[src/rtl/bridge_tx_sched.sv]
// -----------------------------------------------------------------------------
// bridge_tx_sched
// Sequences the I2C-to-UART bridge datapath. It pops one byte at a time from
// the receive FIFO and hands it to uart_tx. It also inserts a programmable
// idle gap after every completed byte. Optionally it appends an end-of-line
// byte once per I2C STOP, after the FIFO has drained. A watchdog supervises
// each transmission.
//
// Ports
//   i_clk          system clock, all logic on rising edge
//   i_rst_n        asynchronous active-low reset
//   i_enable       1: scheduling allowed; 0: finish byte in flight, then idle
//   i_fifo_empty   FIFO empty flag
//   i_fifo_rdata   FIFO read data, valid the cycle after o_fifo_rd_en
//   o_fifo_rd_en   one-cycle FIFO pop strobe
//   i_i2c_stop     one-cycle pulse on I2C STOP condition
//   i_tx_active    uart_tx busy
//   i_tx_done      uart_tx one-cycle completion pulse
//   o_tx_dv        one-cycle data-valid strobe to uart_tx
//   o_tx_byte      byte to transmit, stable from o_tx_dv until i_tx_done
//   o_bytes_sent   completed bytes (data + EOL), wraps at 16 bits
//   o_tx_timeout   sticky watchdog error, cleared only by reset
// -----------------------------------------------------------------------------
module bridge_tx_sched #(
  parameter int         GAP_CYCLES = 16,
  parameter bit         EOL_EN     = 1'b1,
  parameter logic [7:0] EOL_BYTE   = 8'h0A,
  parameter int         TIMEOUT    = 100000
) (
  input  logic        i_clk,
  input  logic        i_rst_n,
  input  logic        i_enable,
  input  logic        i_fifo_empty,
  input  logic [7:0]  i_fifo_rdata,
  output logic        o_fifo_rd_en,
  input  logic        i_i2c_stop,
  input  logic        i_tx_active,
  input  logic        i_tx_done,
  output logic        o_tx_dv,
  output logic [7:0]  o_tx_byte,
  output logic [15:0] o_bytes_sent,
  output logic        o_tx_timeout
);

  localparam int GW = (GAP_CYCLES > 0) ? $clog2(GAP_CYCLES + 1) : 1;
  localparam int WW = $clog2(TIMEOUT + 1);
  // Terminal counts. With GAP_CYCLES=0 the gap state is never entered, so the
  // wrapped value of GAP_LAST is harmless.
  localparam logic [GW-1:0] GAP_LAST = GW'(GAP_CYCLES - 1);
  localparam logic [WW-1:0] WD_LAST  = WW'(TIMEOUT - 1);

  typedef enum logic [2:0] {
    S_IDLE,
    S_POP,
    S_LATCH,
    S_SEND,
    S_WAIT_DONE,
    S_GAP
  } state_t;

  state_t         r_state;
  logic           r_fifo_rd_en;
  logic           r_tx_dv;
  logic [7:0]     r_tx_byte;
  logic [15:0]    r_bytes_sent;
  logic           r_tx_timeout;
  logic           r_eol_pend;
  logic [GW-1:0]  r_gap_cnt;
  logic [WW-1:0]  r_wd_cnt;

  always_ff @(posedge i_clk or negedge i_rst_n) begin
    if (!i_rst_n) begin
      r_state      <= S_IDLE;
      r_fifo_rd_en <= 1'b0;
      r_tx_dv      <= 1'b0;
      r_tx_byte    <= 8'h00;
      r_bytes_sent <= 16'h0000;
      r_tx_timeout <= 1'b0;
      r_eol_pend   <= 1'b0;
      r_gap_cnt    <= '0;
      r_wd_cnt     <= '0;
    end else begin
      // Strobes default low so each is exactly one cycle wide.
      r_fifo_rd_en <= 1'b0;
      r_tx_dv      <= 1'b0;

      case (r_state)
        S_IDLE: begin
          // Pending data always wins over a pending EOL.
          if (i_enable && !i_fifo_empty) begin
            r_fifo_rd_en <= 1'b1;
            r_state      <= S_POP;
          end else if (i_enable && r_eol_pend && i_fifo_empty) begin
            r_tx_byte  <= EOL_BYTE;
            r_eol_pend <= 1'b0;
            r_state    <= S_SEND;
          end
        end

        S_POP: begin
          r_state <= S_LATCH;
        end

        S_LATCH: begin
          r_tx_byte <= i_fifo_rdata;
          r_state   <= S_SEND;
        end

        S_SEND: begin
          if (!i_tx_active) begin
            r_tx_dv  <= 1'b1;
            r_wd_cnt <= '0;
            r_state  <= S_WAIT_DONE;
          end
        end

        S_WAIT_DONE: begin
          if (i_tx_done) begin
            r_bytes_sent <= r_bytes_sent + 16'd1;
            r_gap_cnt    <= '0;
            r_state      <= (GAP_CYCLES == 0) ? S_IDLE : S_GAP;
          end else if (r_wd_cnt == WD_LAST) begin
            r_tx_timeout <= 1'b1;
            r_state      <= S_IDLE;
          end else begin
            r_wd_cnt <= r_wd_cnt + 1'b1;
          end
        end

        S_GAP: begin
          // The gap always runs to completion; enable is only looked at in IDLE.
          if (r_gap_cnt == GAP_LAST) begin
            r_state <= S_IDLE;
          end else begin
            r_gap_cnt <= r_gap_cnt + 1'b1;
          end
        end

        default: begin
          r_state <= S_IDLE;
        end
      endcase

      // Placed after the case so a STOP in the same cycle as an EOL launch
      // re-arms the flag and a second EOL follows.
      if (EOL_EN && i_i2c_stop) begin
        r_eol_pend <= 1'b1;
      end
    end
  end

  assign o_fifo_rd_en = r_fifo_rd_en;
  assign o_tx_dv      = r_tx_dv;
  assign o_tx_byte    = r_tx_byte;
  assign o_bytes_sent = r_bytes_sent;
  assign o_tx_timeout = r_tx_timeout;

endmodule

[config.mk]
export PLATFORM = sky130hd
export DESIGN_NAME = bridge_tx_sched
export DESIGN_NICKNAME = d
export VERILOG_FILES = /design/src/rtl/bridge_tx_sched.sv
export SDC_FILE = /design/constraint.sdc
export NUM_CORES = 1
export LEC_CHECK = 0
export CAP_MARGIN = 5
export CORE_MARGIN = 2
export CORE_UTILIZATION = 30
export DETAILED_ROUTE_END_ITERATION = 8
export PLACE_DENSITY = 0.54
export SLEW_MARGIN = 30
export SYNTH_ARGS = -nofsm -noshare
export SYNTH_HDL_FRONTEND = slang
export SYNTH_SLANG_ARGS = --single-unit
[constraint.sdc]
create_clock -name i_clk -period 2.4 [get_ports i_clk]
set_input_delay 0.36 -clock i_clk [delete_from_list [all_inputs] [get_ports i_clk]]
set_output_delay 0.36 -clock i_clk [all_outputs]
set_load 0.01 [all_outputs]
==> impl_metrics.yaml, run 1 <==
power:
  seq_power_share_pct: 46.7
  clockPowerShare_pct: 21.2
  p_sw_mw: 0.8555
  power_mw: 2.546
  cellPowerDensity_mw_per_mm2: 782.1
  pwr-share-comb_pct: 32.1
  p_int_mw: 1.691
  ir_drop_mv: 0.3911
  p_sw_share_pct: 33.60
  p_leak_nw: 1.397
timing:
  rsz0062_at_grt: "false"
  post-route-period-util_pct: 91.88
  skew_ps: 5.629
  worst_pin_slew_ps: 691.4
  relSlewSlack_pct: 53.80
  whs_ps: -6.987
  period_minus_slack_ps: 2205
  setup_tns_ps: 0
  fmax_mhz: 453.5
  slew_viol_final: 0
  finalHoldViolCount: 15
  setup_viol: 0
yosys:
  syn_area_mm2: 0.002576
  synth-edff-count: 0
  ys.flop_type: "dfrtp_1"
  synth_cell_types: 49
  ys_async_sr_fraction_pct: 100.0
  syn_inst: 250
  synth_fp_nets: 269
  yosysSeqAreaShare_pct: 51.48
  yosysWarnings: 0
  synth_area_per_cell_um2: 10.30
  synth-seq-cells: 53
route:
  vias: 2018
  ant_nets: 0
  firstDrtPassIters: 4
  wl_per_cell_um: 13.78
  wl_um: 5623
  vias_per_cell: 4.946
  drtIter0Drc: 81
  route.detailed.drc: 0
worst_hold_path:
  hold_path.class: "in -> async"
finish:
  multiInputGateArea_mm2: 0.001189
  final_common_cell: "dfrtp_1"
  final_cell_mix: "dfrtp_1, clkdlybuf4s50_1, nand2_1, nor2_1"
  fin_util_pct: 39.42
  nFillCells: 813
  diodes: 0
  regArea_mm2: 0.001326
  syn2layout_area_growth_pct: 26.37
  layout-drive-gt1-share_pct: 9.241
  nets: 321
clocking:
  path_clk_slew_ps: 100
  numClockSinks: 53
  cts_setup_buffers: 0
  ctsHoldBuffers: 0
  insertion_delay_ps: 310
  htree_levels: 2
  cts_root_buf: "clkbuf_8"
  cts_tree: "yes"
  cts_buffer_depth: 2
  post_cts_resized: 0
  cts_buffers: 5
placement:
  dp_hpwl_um: 4184
  place_congestion: 0.7981
  io_buffers: 41
grt:
  grt_pass1_wl_um: 9577
  grt_max_degree: 20
  grt_pass1_vias: 2032
  overflow: 0
  grt_usage_pct: 12.30
  antenna_found_initial: 0
worst_setup_path:
  cp-start-kind: "flop"
  critPathRequiredTime_ps: 2600
  arrival_ps: 2410
  cp_max_fo: 17
  path_class: "reg -> reg"
  reg2regPathDepth: 6
  cp-end-kind: "flop"
floorplanning:
  rows: 33
  io_pins: 42
  dieArea_mm2: 0.009345
  coreArea_mm2: 0.008258
  die_w_um: 96.67
  initial_core_util_pct: 31.20
  die_h_um: 96.67
run_status:
  status: "complete, but fails checks"
  violations: "negative hold slack"
flow_run:
  max_cap_violations: 0
==> per-stage QoR <==
step	cells	hold slack [ps]	setup slack, ps	instance area, µm²
3_5_place_dp	400	360.1	206.2	3161
4_1_cts	408	12.46	200.1	3256
6_report	408	-6.987	194.9	3256
5_1_grt	408	6.270	54.85	3256
2_1_floorplan	250	64.41	411.3	2576
3_3_place_gp	400	361.8	249.0	3161
==> power groups by stage <==
stage	Combinational [mW]	Clock [mW]	Sequential [mW]
after floorplan	0.419	0	1.23
after global placement	0.822	0	1.20
after detailed placement	0.833	0	1.20
after CTS	0.831	0.560	1.19
after global routing	0.911	0.604	1.21
final	0.816	0.540	1.19
==> cell families (layout without fill, tap and decap cells) <==
logic type      after synthesis  in the layout  share of synthesized area (%)
compound gates               47             47                          13.94
mux                           1              1                         0.3886
xor+xnor                     17             17                          5.779
flops                        53             53                          51.48
fa+ha+maj                     4              4                          1.943
buf+inv                      14             67                          2.380
simple gates                114            114                          24.09
==> layout make-up <==
class,instances,share of cell area [%]
Timing Repair Buffer,52,14.99
Multi-Input combinational cell,183,36.51
Tap cell,105,4.035
Sequential cell,53,40.74
Clock inverter,3,0.8071
Inverter,7,0.8071
Clock buffer,5,2.114
==> per-layer routing <==
| layer | part of all wire (%) | track usage, % |
|---|---|---|
| met1 | 51 | 16.67 |
| met3 | 4.2 | 3.396 |
| met2 | 44 | 19.60 |
| met5 | 0 | 0 |
| met4 | 0.75 | 2.925 |
==> flip-flops by register name, summed over array words and instances, names as in the netlist <==
| signal | cells |
|---|---|
| r_eol_pend | 1 |
| o_fifo_rd_en | 1 |
| o_bytes_sent | 16 |
| r_gap_cnt | 5 |
| r_state | 3 |
| r_wd_cnt | 17 |
| o_tx_dv | 1 |
| o_tx_timeout | 1 |
| o_tx_byte | 8 |
==> cells in the mapped netlist (4+ instances only) <==
cell / instances / area, µm²
and3_1: 8 / 50.05
dfrtp_1: 53 / 1326
nand3_1: 11 / 55.05
nand2_1: 29 / 108.9
o21ai_0: 4 / 20.02
nor2_1: 18 / 67.56
a22o_1: 8 / 70.07
nor3_1: 8 / 40.04
a211o_1: 5 / 43.79
xor2_1: 6 / 52.55
nor3b_1: 5 / 37.54
or4_1: 4 / 30.03
xnor2_1: 11 / 96.34
a21oi_1: 6 / 30.03
ha_1: 4 / 50.05
o31ai_1: 4 / 30.03
nand4_1: 7 / 43.79
a31oi_1: 4 / 25.02
clkbuf_1: 5 / 18.77
inv_1: 7 / 26.28
==> path summary, 6_finish.rpt <==
check / slack (ps) / start / end
min in group i_clk: 480 / o_bytes_sent[15] / o_bytes_sent[15]
setup / recovery: 190 / r_wd_cnt[0] / r_wd_cnt[6]
max in group asynchronous: 1790 / i_rst_n / o_bytes_sent[5]
hold / removal: -7 / i_rst_n / r_eol_pend
hold reg to reg: 480 / o_bytes_sent[15] / o_bytes_sent[15]
setup reg to reg: 190 / r_wd_cnt[0] / r_wd_cnt[6]
==> worst max-delay path, cell delays in order (launching register included) <==
cell	delay (ps)
dfrtp_1	430
ha_1	220
nand2_1	80
or4b_4	570
o21ai_4	420
nor3_1	100
a211o_1	280
Power figures use the tool's default switching activity.
==> run 2: changes to the inputs <==
- SKIP_LAST_GASP: not set -> 1
==> results of run 2 <==
No change in the layout: final DEF, timing and power equal those of run 1.
